`config.mk`:
```
export PLATFORM = sky130hd
export DESIGN_NAME = sk9822_pixel_buffer
export DESIGN_NICKNAME = d
export VERILOG_FILES = /design/src/rtl/sk9822_pixel_buffer.sv
export SDC_FILE = /design/constraint.sdc
export NUM_CORES = 1
export LEC_CHECK = 0
export BUFFER_PORTS_ARGS = -buffer_cell sky130_fd_sc_hd__buf_2
export CORE_MARGIN = 2
export CORE_UTILIZATION = 35
export CTS_BUF_LIST = sky130_fd_sc_hd__clkbuf_4 sky130_fd_sc_hd__clkbuf_8 sky130_fd_sc_hd__clkbuf_16
export CTS_CLUSTER_SIZE = 24
export DETAILED_ROUTE_END_ITERATION = 12
export SLEW_MARGIN = 40
export SYNTH_ARGS = -nofsm -noshare
export SYNTH_HDL_FRONTEND = slang
export SYNTH_SLANG_ARGS = --single-unit
```
`constraint.sdc`:
```
create_clock -name clk -period 4.28 [get_ports clk]
set_clock_uncertainty 0.2 [all_clocks]
set_input_delay 0.642 -clock clk [delete_from_list [all_inputs] [get_ports clk]]
set_output_delay 0.642 -clock clk [all_outputs]
set_load 0.1 [all_outputs]
```
`src/rtl/sk9822_pixel_buffer.sv`:
```
// Double-buffered LED pixel store feeding the SK9822 serializer. Each LED word it
// emits is {3'b111, bright, rgb}. A bank swap waits for the next frame_start.
`timescale 1ns/1ps
module sk9822_pixel_buffer #(
  parameter int unsigned LED_NUM        = 12,
  parameter int unsigned ADDR_W         = 4,
  parameter logic [4:0]  DEFAULT_BRIGHT = 5'b01111
) (
  input  logic              clk,
  input  logic              rst,
  input  logic              wr_en,
  input  logic [ADDR_W-1:0] wr_addr,
  input  logic [23:0]       wr_data,
  output logic              wr_err,
  input  logic              bright_we,
  input  logic [4:0]        bright_in,
  input  logic              swap_req,
  output logic              swap_done,
  input  logic              frame_start,
  output logic              pix_valid,
  input  logic              pix_ready,
  output logic [31:0]       pix_data,
  output logic              pix_last,
  output logic              frame_abort
);

  localparam int unsigned MemDepth = 2 * LED_NUM;
  localparam int unsigned MemAw    = $clog2(MemDepth);

  localparam logic [1:0] StIdle  = 2'd0;
  localparam logic [1:0] StFetch = 2'd1;
  localparam logic [1:0] StHold  = 2'd2;

  localparam logic [ADDR_W-1:0] LastIdx = ADDR_W'(LED_NUM - 1);

  logic [23:0] mem [MemDepth];

  logic [1:0]        state_q, state_d;
  logic [ADDR_W-1:0] rd_idx_q, rd_idx_d;
  logic              disp_bank_q;
  logic              swap_pend_q;
  logic [4:0]        bright_q;
  logic [31:0]       pix_data_q;
  logic              pix_last_q;
  logic              swap_done_q;
  logic              wr_err_q;
  logic              frame_abort_q;

  logic             wr_ok;
  logic             swap_now;
  logic             load_pix;
  logic             abort;
  logic [MemAw-1:0] wr_ptr;
  logic [MemAw-1:0] rd_ptr;

  assign wr_ok    = wr_en && (32'(wr_addr) < LED_NUM);
  assign swap_now = frame_start && (swap_pend_q || swap_req);

  // Bank b occupies mem[b*LED_NUM +: LED_NUM]; writes always target the hidden bank.
  assign wr_ptr = MemAw'(disp_bank_q ? 32'd0 : LED_NUM) + MemAw'(wr_addr);
  assign rd_ptr = MemAw'(disp_bank_q ? LED_NUM : 32'd0) + MemAw'(rd_idx_q);

  // RAM has no reset so an image survives rst.
  always_ff @(posedge clk) begin
    if (wr_ok) begin
      mem[wr_ptr] <= wr_data;
    end
  end

  always_comb begin
    state_d  = state_q;
    rd_idx_d = rd_idx_q;
    load_pix = 1'b0;
    abort    = 1'b0;
    case (state_q)
      StIdle: begin
        if (frame_start) begin
          rd_idx_d = '0;
          state_d  = StFetch;
        end
      end
      StFetch: begin
        if (frame_start) begin
          abort    = 1'b1;
          rd_idx_d = '0;
        end else begin
          load_pix = 1'b1;
          state_d  = StHold;
        end
      end
      StHold: begin
        // A restart wins over an accept in the same cycle.
        if (frame_start) begin
          abort    = 1'b1;
          rd_idx_d = '0;
          state_d  = StFetch;
        end else if (pix_ready) begin
          if (rd_idx_q == LastIdx) begin
            state_d = StIdle;
          end else begin
            rd_idx_d = rd_idx_q + 1'b1;
            state_d  = StFetch;
          end
        end
      end
      default: state_d = StIdle;
    endcase
  end

  always_ff @(posedge clk or posedge rst) begin
    if (rst) begin
      state_q       <= StIdle;
      rd_idx_q      <= '0;
      disp_bank_q   <= 1'b0;
      swap_pend_q   <= 1'b0;
      bright_q      <= DEFAULT_BRIGHT;
      pix_data_q    <= '0;
      pix_last_q    <= 1'b0;
      swap_done_q   <= 1'b0;
      wr_err_q      <= 1'b0;
      frame_abort_q <= 1'b0;
    end else begin
      state_q  <= state_d;
      rd_idx_q <= rd_idx_d;
      if (swap_now) begin
        disp_bank_q <= ~disp_bank_q;
      end
      swap_pend_q <= swap_now ? 1'b0 : (swap_pend_q | swap_req);
      if (bright_we) begin
        bright_q <= bright_in;
      end
      if (load_pix) begin
        pix_data_q <= {3'b111, bright_q, mem[rd_ptr]};
        pix_last_q <= (rd_idx_q == LastIdx);
      end
      swap_done_q   <= swap_now;
      wr_err_q      <= wr_en && !wr_ok;
      frame_abort_q <= abort;
    end
  end

  assign pix_valid   = (state_q == StHold);
  assign pix_data    = pix_data_q;
  assign pix_last    = pix_last_q;
  assign swap_done   = swap_done_q;
  assign wr_err      = wr_err_q;
  assign frame_abort = frame_abort_q;

endmodule

```
==> results of run 1 <==
-- state kept, by name, indices dropped and copies added, names as in the netlist --
signal	flops
pix_last	1
rd_idx_q	4
swap_pend_q	1
pix_data	30
mem	576
wr_err	1
frame_abort	1
state_q	2
disp_bank_q	1
swap_done	1
bright_q	5
-- through the flow --
| stage | util, % | power [W] | cells |
|---|---|---|---|
| final | 40.9 | 0.0169 | 2358 |
| after global routing | 40.9 | 0.0176 | 2358 |
| after CTS | 40.9 | 0.0171 | 2357 |
| after detailed placement | 38.0 | 0.0118 | 2244 |
| after global placement | 37.9 | 0.0117 | 2242 |
| after floorplan | - | 0.0105 | 1263 |
-- synthesized netlist by cell type (2+ instances only) --
cell type	count	area (um^2)
sky130_fd_sc_hd__a2111oi_0	14	123
sky130_fd_sc_hd__a211oi_1	5	37.5
sky130_fd_sc_hd__a21oi_1	18	90.1
sky130_fd_sc_hd__a221oi_1	18	158
sky130_fd_sc_hd__a22oi_1	34	255
sky130_fd_sc_hd__a31oi_1	14	87.6
sky130_fd_sc_hd__and2_1	2	12.5
sky130_fd_sc_hd__buf_1	4	15.0
sky130_fd_sc_hd__buf_2	11	55.1
sky130_fd_sc_hd__buf_4	16	120
sky130_fd_sc_hd__buf_6	9	101
sky130_fd_sc_hd__clkbuf_1	33	124
sky130_fd_sc_hd__dfrtp_1	43	1080
sky130_fd_sc_hd__dfstp_2	4	105
sky130_fd_sc_hd__edfxtp_1	576	17300
sky130_fd_sc_hd__fa_1	2	40.0
sky130_fd_sc_hd__ha_1	10	125
sky130_fd_sc_hd__inv_1	11	41.3
sky130_fd_sc_hd__mux2_2	17	191
sky130_fd_sc_hd__mux2i_1	148	1480
sky130_fd_sc_hd__mux4_1	6	158
sky130_fd_sc_hd__mux4_2	71	1600
sky130_fd_sc_hd__nand2_1	32	120
sky130_fd_sc_hd__nand2b_1	22	138
sky130_fd_sc_hd__nand3_1	11	55.1
sky130_fd_sc_hd__nand3b_1	3	22.5
sky130_fd_sc_hd__nand4_1	11	68.8
sky130_fd_sc_hd__nor2_1	57	214
sky130_fd_sc_hd__nor2b_1	5	31.3
sky130_fd_sc_hd__nor3_1	10	50.1
sky130_fd_sc_hd__o21a_1	10	75.1
sky130_fd_sc_hd__o21ai_0	4	20.0
sky130_fd_sc_hd__o22ai_1	13	81.3
sky130_fd_sc_hd__o31ai_1	2	15.0
sky130_fd_sc_hd__or2_2	5	31.3
sky130_fd_sc_hd__or3b_2	2	17.5
sky130_fd_sc_hd__or4_1	2	15.0
-- routing by layer --
metal | track usage, % | up-vias | wire (um)
met4 | 3.90 | 0 | 1010
met2 | 26.0 | 369 | 27300
li1 | - | 5348 | -
met1 | 23.4 | 6412 | 26300
met3 | 2.65 | 81 | 3330
met5 | 0 | - | 0
-- power by group --
part	total (W)	internal (W)	switching, W	leakage (nW)
registers	0.00725	0.00700	0.000253	5.73
clock network	0.00530	0.00310	0.00220	1.00
logic	0.00440	0.00137	0.00303	2.05
-- final cells by class --
cell class | count | area share (%)
Inverter | 11 | 0.156
Clock buffer | 92 | 6.48
Sequential cell | 623 | 65.7
Timing Repair Buffer | 125 | 3.12
Tap cell | 931 | 4.14
Clock inverter | 20 | 0.636
Multi-Input combinational cell | 556 | 19.7
-- cells by family after synthesis --
logic type / share of synthesized area (%)
flops: 76.0
mux: 14.1
buf+inv: 1.88
xor+xnor: 0.0360
simple gates: 3.27
compound gates: 4.01
fa+ha+maj: 0.679
-- worst max-delay path: cells and delay by family (launching register included) --
kind                     cells  cell delay [ps]
buffers and inverters        1              220
adder cells (fa/ha/maj)      1              690
AND/OR/NAND/NOR              1              620
flip-flops                   1              450
AO/OA/AOI/OAI                3              840
-- worst min-delay path by stage --
stage                         to  slack, ps  cells past startpoint
finish               swap_pend_q         70                      3
detailed placement  pix_data[28]        270                      2
global route         bright_q[2]         50                      2
floorplan           pix_data[28]        230                      2
CTS                  swap_pend_q         40                      3
global placement    pix_data[28]        250                      2
==> impl_summary.txt, run 1 <==
----------------------------------------------------
[Status]
  Outcome ... finished, final reports clean

[Final layout]
  Post-synthesis to final-layout area growth ... 15.7%
  Multi-input gate area ... 5550 um^2
  Seq. cell area ... 18500 um^2
  Final Instance Area ... 28100 um^2
  Number of nets in the layout ... 1429
  Filler Cell Count ... 6156
  Highest-count cells in the layout ignoring fill and taps ... sky130_fd_sc_hd__edfxtp_1, sky130_fd_sc_hd__mux2i_1, sky130_fd_sc_hd__buf_2
  Ratio of cells with drive above 1 in the final layout ... 25.4%
  Diode count ... 0
  Most common cell after layout, fill and taps aside ... sky130_fd_sc_hd__edfxtp_1

[Critical path]
  Logic depth of the worst register-to-register path ... 6
  Max Fanout on Critical Path ... 38
  Worst-path cell chain ... ha_4, nand2b_1, o22ai_1, a2111oi_0, buf_4, a211oi_1
  FF-to-FF setup slack ... 1140 ps
  Worst reg2reg path startpoint ... disp_bank_q
  Data arrival time of the worst path ... approximately 3400 ps
  CP startpoint ... disp_bank_q
  Start-to-end type of the worst setup path ... flip-flop to flip-flop
  Worst stage delay on the critical path ... 690 ps
  Endpoint of the most critical register-to-register path ... pix_data[21]
  Endpoint type of the worst setup path ... flip-flop
  Startpoint type of the worst setup path ... flip-flop
  Worst Path Required ... 4570 ps
  Worst setup path endpoint ... pix_data[21]
  Worst-path cell with the longest stage delay ... sky130_fd_sc_hd__ha_4

[Timing]
  Least setup slack across all paths after layout ... 1140 ps
  Final number of setup-violating endpoints ... 0
  Clock period minus worst slack ... 3140 ps
  Actual slew at the worst max-slew pin ... 830 ps
  Fin. max-slew vios ... 0
  Max Clock Freq ... approximately 320 MHz
  Unrepaired setup endpoints after global routing ... false
  Post-route setup TNS ... 0 ps
  Tightest slew margin relative to the limit ... between 40% and 50%
  Share of the clock period used by the worst path after layout ... 73.3%
  Final number of hold-violating endpoints ... 0
  Worst hold slack ... 71.8 ps

[Clock tree]
  Number of H-tree levels ... 2
  Buffer cell driving the clock tree root ... sky130_fd_sc_hd__clkbuf_16
  Worst-path clk slew ... 60 ps
  Total of hold buffers inserted after clock tree synthesis ... 1
  Setup fix buffers added after clock tree synthesis ... 0
  Post-CTS Resized ... 0
  Worst-Skew Late Latency ... around 610 ps
  Maximum count of clock buffers along a single path ... 3
  Num CTS Buffers ... 60
  CTS tree ... built
  Total clock sinks ... 623

[Floorplan]
  Horizontal extent of the die ... ~270 um
  Starting density of the core ... between 30% and 40%
  Area of the die ... roughly 72000 um^2
  Placeable Area ... between 60000 and 70000 um^2
  DIE HEIGHT ... 268 um
  Number of core rows ... 96
  Number of primary I/O pins ... 77

[Drt]
  Number of iterations in the first detailed-routing pass ... 7
  DRT Wirelength ... 57900 um
  Total number of vias ... 12200
  Post-DR wirelength/cell ... 24.5 um
  Count of nets left with antenna violations after detail routing ... 0
  Number of DRC markers in iteration 0 ... 1200
  Remaining DRCs ... 0
  Via/cell ratio ... 5.18

[Synthesis]
  Post-synth EDFFs ... 576
  Fraction of the yosys area taken by sequential cells ... ~76%
  Post-synthesis instance area ... 24300 um^2
  Syn Inst Count ... 1263
  Avg Synthesized Cell Area ... 19.2 um^2
  Count of distinct cell types in the synthesized netlist ... 45
  Predominant post-synthesis flop cell ... sky130_fd_sc_hd__edfxtp_1
  Total of flip-flops plus latches after synthesis ... 623
  Synthesis Warnings ... 0
  Net count after synthesis ... 1315
  Share of synthesized registers carrying an async set or reset ... under 10%

[Pwr]
  Worst-case vdd ir drop ... 0.567 mV
  Pwr dens ... 603 nW/um^2
  Leakage dissipation ... 8.79 nW

[GRT]
  Pin count of the biggest net entering global routing ... 99
  Overall fraction of global-route tracks in use ... 16.3%
  Final global-route overflow total ... 0
  Vias in the first global route ... 12400
  Antenna violations before repair ... 0
  First-pass GRT wire length ... around 85000 um

[Placed design]
  GP Congestion ... 0.777
  Number of buffers added on ports ... 76
  Setup WS pre-CTS ... between 900 and 1000 ps
  DP Area ... roughly 26000 um^2
  Half-perimeter wire length after placement ... roughly 35000 um

[Min path]
  Classification of the worst-slack hold path ... input pin to flip-flop
  Hold Crit Start ... swap_req

[Flow run]
  Maxcap violations ... 0

----------------------------------------------------
No activity file was read; power rests on OpenSTA's default activity.
==> run 2, diff against run 1 <==
--- a/config.mk
+++ b/config.mk
@@ -5,6 +5,7 @@
 export SDC_FILE = /design/constraint.sdc
 export NUM_CORES = 1
 export LEC_CHECK = 0
+export ABC_AREA = 1
 export BUFFER_PORTS_ARGS = -buffer_cell sky130_fd_sc_hd__buf_2
 export CORE_MARGIN = 2
 export CORE_UTILIZATION = 35
==> constraint.sdc (replaced) <==
create_clock -name clk -period 3.1 [get_ports clk]
set_clock_uncertainty 0.2 [all_clocks]
set_input_delay 0.465 -clock clk [delete_from_list [all_inputs] [get_ports clk]]
set_output_delay 0.465 -clock clk [all_outputs]
set_load 0.1 [all_outputs]
==> run 2 against run 1 <==
Core utilization grew 0.17 points; sequential power grew 37%; power grew 52%; setup slack lost 680 ps; sequential share of layout area shrank 4.4 points; final area grew 7.2%; flip-flop and latch count is the same; critical path type is now input pin to flip-flop; worst hold slack lost 38 ps; largest cell class unchanged; clock power grew 37%.
==> impl_summary.txt, run 2 <==
----------------------------------------------------
[Critical path]
  Worst Path Required ... 3200 ps (was 4570 ps)
  Endpoint type of the worst setup path ... flip-flop (unchanged)
  Startpoint type of the worst setup path ... input pin (was flip-flop)
  Data arrival time of the worst path ... 2740 ps (was 3430 ps)
  Max Fanout on Critical Path ... 24 (was 38)
  Start-to-end type of the worst setup path ... input pin to flip-flop (was flip-flop to flip-flop)

[Synthesis]
  Post-synthesis instance area ... 26000 um^2 (was 24300 um^2)
  Post-synth EDFFs ... 576 (unchanged)
  Net count after synthesis ... 2406 (was 1315)
  Predominant post-synthesis flop cell ... sky130_fd_sc_hd__edfxtp_1 (unchanged)
  Fraction of the yosys area taken by sequential cells ... 71.0% (was 76.0%)
  Library cell occupying the most area in the post-synthesis netlist ... sky130_fd_sc_hd__edfxtp_1 (unchanged)
  Top area cells in the synthesized netlist ... sky130_fd_sc_hd__edfxtp_1, sky130_fd_sc_hd__nand2_1, sky130_fd_sc_hd__nand3_1, sky130_fd_sc_hd__dfrtp_1, sky130_fd_sc_hd__inv_1 (was sky130_fd_sc_hd__edfxtp_1, sky130_fd_sc_hd__mux4_2, sky130_fd_sc_hd__mux2i_1, sky130_fd_sc_hd__dfrtp_1, sky130_fd_sc_hd__a22oi_1)
  Library cell with the highest instance count after synthesis ... sky130_fd_sc_hd__edfxtp_1 (unchanged)
  Count of distinct cell types in the synthesized netlist ... 27 (was 45)
  Portion of synthesized cell area occupied by the leading cell type ... 66.4% (was 71.2%)
  Total of flip-flops plus latches after synthesis ... 623 (unchanged)
  Synthesis Warnings ... 0 (unchanged)
  Syn Inst Count ... 2354 (was 1263)
  Avg Synthesized Cell Area ... 11.1 um^2 (was 19.2 um^2)
  Share of synthesized registers carrying an async set or reset ... 7.54% (unchanged)
  Commonest cells in the netlist ... sky130_fd_sc_hd__edfxtp_1, sky130_fd_sc_hd__nand2_1, sky130_fd_sc_hd__nand3_1, sky130_fd_sc_hd__inv_1, sky130_fd_sc_hd__nor2_1 (was sky130_fd_sc_hd__edfxtp_1, sky130_fd_sc_hd__mux2i_1, sky130_fd_sc_hd__mux4_2, sky130_fd_sc_hd__nor2_1, sky130_fd_sc_hd__dfrtp_1)

[Timing]
  Fin. max-slew vios ... 0 (unchanged)
  Share of the clock period used by the worst path after layout ... 85.1%
  Worst hold slack ... 33.7 ps (was 71.8 ps)
  Actual slew at the worst max-slew pin ... 740 ps (was 830 ps)
  Clock period minus worst slack ... 2640 ps
  Final number of setup-violating endpoints ... 0 (unchanged)
  Post-route setup TNS ... 0 ps (unchanged)
  Unrepaired setup endpoints after global routing ... false (unchanged)
  Final number of hold-violating endpoints ... 0 (unchanged)
  Max Clock Freq ... 379 MHz
  Tightest slew margin relative to the limit ... 50.6% (was 44.7%)

[Clock tree]
  CTS tree ... built (unchanged)
  Setup fix buffers added after clock tree synthesis ... 0 (unchanged)
  Number of H-tree levels ... 2 (unchanged)
  Worst-Skew Late Latency ... 630 ps (was 610 ps)
  Worst-path clk slew ... 60 ps (about the same)
  Buffer cell driving the clock tree root ... sky130_fd_sc_hd__clkbuf_16 (unchanged)
  Num CTS Buffers ... 58 (was 60)
  Total clock sinks ... 623 (unchanged)
  Maximum count of clock buffers along a single path ... 3 (unchanged)

[GRT]
  Overall fraction of global-route tracks in use ... 17.4% (was 16.3%)
  Met3 Resource Use GR ... 2.48% (was 2.65%)
  Pin count of the biggest net entering global routing ... 98 (was 99)
  Final global-route overflow total ... 0 (unchanged)
  Met1 track utilization from global routing ... 23.9% (was 23.4%)
  First-pass GRT wire length ... 102000 um (was 84800 um)
  Antenna violations before repair ... 1 (was 0)
  Vias in the first global route ... 16700 (was 12400)
  Grt peak-use layer ... met2 (unchanged)
  Met2 track demand over resource ... 28.7% (was 26.0%)

[Placed design]
  GP Congestion ... 0.821 (was 0.777)
  Number of buffers added on ports ... 76 (unchanged)
  Half-perimeter wire length after placement ... 41100 um (was 34800 um)

[Drt]
  Number of iterations in the first detailed-routing pass ... 5 (was 7)
  DRT Wirelength ... 67400 um (was 57900 um)
  Via/cell ratio ... 4.93 (was 5.18)
  Remaining DRCs ... 0 (unchanged)
  Count of nets left with antenna violations after detail routing ... 0 (unchanged)
  Total number of vias ... 17100 (was 12200)
  Post-DR wirelength/cell ... 19.4 um (was 24.5 um)
  Number of DRC markers in iteration 0 ... 1465 (was 1200)

[Flow run]
  Maxcap violations ... 0 (unchanged)

[Final layout]
  Largest register by flop count ... mem (unchanged)
  Most common cell after layout, fill and taps aside ... sky130_fd_sc_hd__edfxtp_1 (unchanged)
  Largest register FFs ... 576 (unchanged)
  Number of nets in the layout ... 2514 (was 1429)
  Filler Cell Count ... 6889 (was 6156)
  Highest-count cells in the layout ignoring fill and taps ... sky130_fd_sc_hd__edfxtp_1, sky130_fd_sc_hd__nand2_1, sky130_fd_sc_hd__nand3_1 (was sky130_fd_sc_hd__edfxtp_1, sky130_fd_sc_hd__mux2i_1, sky130_fd_sc_hd__buf_2)
  Ratio of cells with drive above 1 in the final layout ... 12.3% (was 25.4%)
  Post-synthesis to final-layout area growth ... 15.8% (was 15.7%)
  Diode count ... 0 (unchanged)
  Core Util, Final ... 41.1% (was 40.9%)

[Floorplan]
  Horizontal extent of the die ... 277 um (was 268 um)
  Starting density of the core ... 35.5% (was 35.4%)
  Number of core rows ... 99 (was 96)
  Placeable Area ... 73300 um^2 (was 68700 um^2)
  Number of primary I/O pins ... 77 (unchanged)
  Area of the die ... 76600 um^2 (was 71600 um^2)
  DIE HEIGHT ... 277 um (was 268 um)

[Min path]
  Classification of the worst-slack hold path ... input pin to flip-flop (unchanged)

[Status]
  Outcome ... finished, final reports clean (unchanged)

[Pwr]
  Worst-case vdd ir drop ... 0.445 mV (was 0.567 mV)
  Pwr dens ... 853 nW/um^2 (was 603 nW/um^2)
  Leakage dissipation ... 11.7 nW (was 8.79 nW)

----------------------------------------------------
## run 2: cell count changes after synthesis, moves of 17 or more
cell                       before  now
sky130_fd_sc_hd__nand2b_1      22    0
sky130_fd_sc_hd__a22oi_1       34    0
sky130_fd_sc_hd__nand2_1       32  572
sky130_fd_sc_hd__o211ai_1       1   25
sky130_fd_sc_hd__mux4_2        71    0
sky130_fd_sc_hd__a221oi_1      18    0
sky130_fd_sc_hd__mux2i_1      148    0
sky130_fd_sc_hd__nand3_1       11  348
sky130_fd_sc_hd__nor2_1        57  217
sky130_fd_sc_hd__inv_1         11  246
sky130_fd_sc_hd__buf_2         11   55
sky130_fd_sc_hd__o21ai_0        4  100
sky130_fd_sc_hd__mux2_2        17    0
## run 2: area by class of cell
type	count	area [um^2]	share of cell area (%)
clock buffers	74	1590	5.27
multi-input cells	1337	6020	20.0
repair buffers	177	1480	4.90
flip-flops and latches	623	18500	61.3
well taps	959	1200	3.98
inverters	265	1000	3.33
clock inverters	32	358	1.19
## run 2: what timing repair did
item                                   4_1_cts  5_1_grt
hold buffers                                20        0
endpoints found under the hold margin       32        0
setup endpoints to repair                    0        0
gates resized for setup                      0        0
## run 2: cell families (layout without fill, tap and decap cells)
kind of cell,after synthesis,count (layout),share of synthesized area [%]
AO/OA/AOI/OAI,160,160,3.33
XOR/XNOR,1,1,0.0337
adder cells (fa/ha/maj),12,12,0.634
buffers and inverters,394,548,6.33
flip-flops,623,623,71.0
AND/OR/NAND/NOR,1164,1164,18.7
## run 2: final timing paths
check | end | cells after the start | slack, ps | startpoint
max in group asynchronous | bright_q[0] | 4 | 1750 | rst
worst max-delay path | mem[11][0] | 8 | 460 | wr_addr[3]
min in group asynchronous | wr_err | 3 | 270 | rst
worst max register to register | mem[11][0] | 8 | 500 | disp_bank_q
worst min-delay path | wr_err | 3 | 30 | wr_en
worst min register to register | pix_data[18] | 2 | 280 | pix_data[18]
## run 2: stage by stage
| step | std cells | total power, W | cell area [um^2] | setup slack (ps) |
|---|---|---|---|---|
| finish | 3467 | 0.0257 | 30100 | 462 |
| global route | 3467 | 0.0270 | 30100 | 367 |
| CTS | 3467 | 0.0259 | 30100 | 518 |
| detailed placement | 3341 | 0.0186 | 28000 | 355 |
| global placement | 3341 | 0.0185 | 28000 | 341 |
| floorplan | 2354 | 0.0159 | 26000 | 59.2 |
## run 2: power breakdown
part | total [W] | internal (W) | switching, W
registers | 0.00993 | 0.00966 | 0.000276
logic | 0.00852 | 0.00219 | 0.00633
clock network | 0.00725 | 0.00420 | 0.00304
## run 2: critical path, stage by stage
cell	delay [ps]
sky130_fd_sc_hd__dlygate4sd3_1	580
sky130_fd_sc_hd__buf_2	150
sky130_fd_sc_hd__inv_1	80
sky130_fd_sc_hd__fa_1	530
sky130_fd_sc_hd__inv_1	110
sky130_fd_sc_hd__nand3_1	330
sky130_fd_sc_hd__nor2_2	270
sky130_fd_sc_hd__buf_12	200
## run 2: per-layer routing
| metal | share of wire (%) | routed length [um] |
|---|---|---|
| met5 | 0 | 0 |
| met4 | 2.4 | 1640 |
| met3 | 5.7 | 3860 |
| met2 | 48 | 32000 |
| met1 | 44 | 29800 |
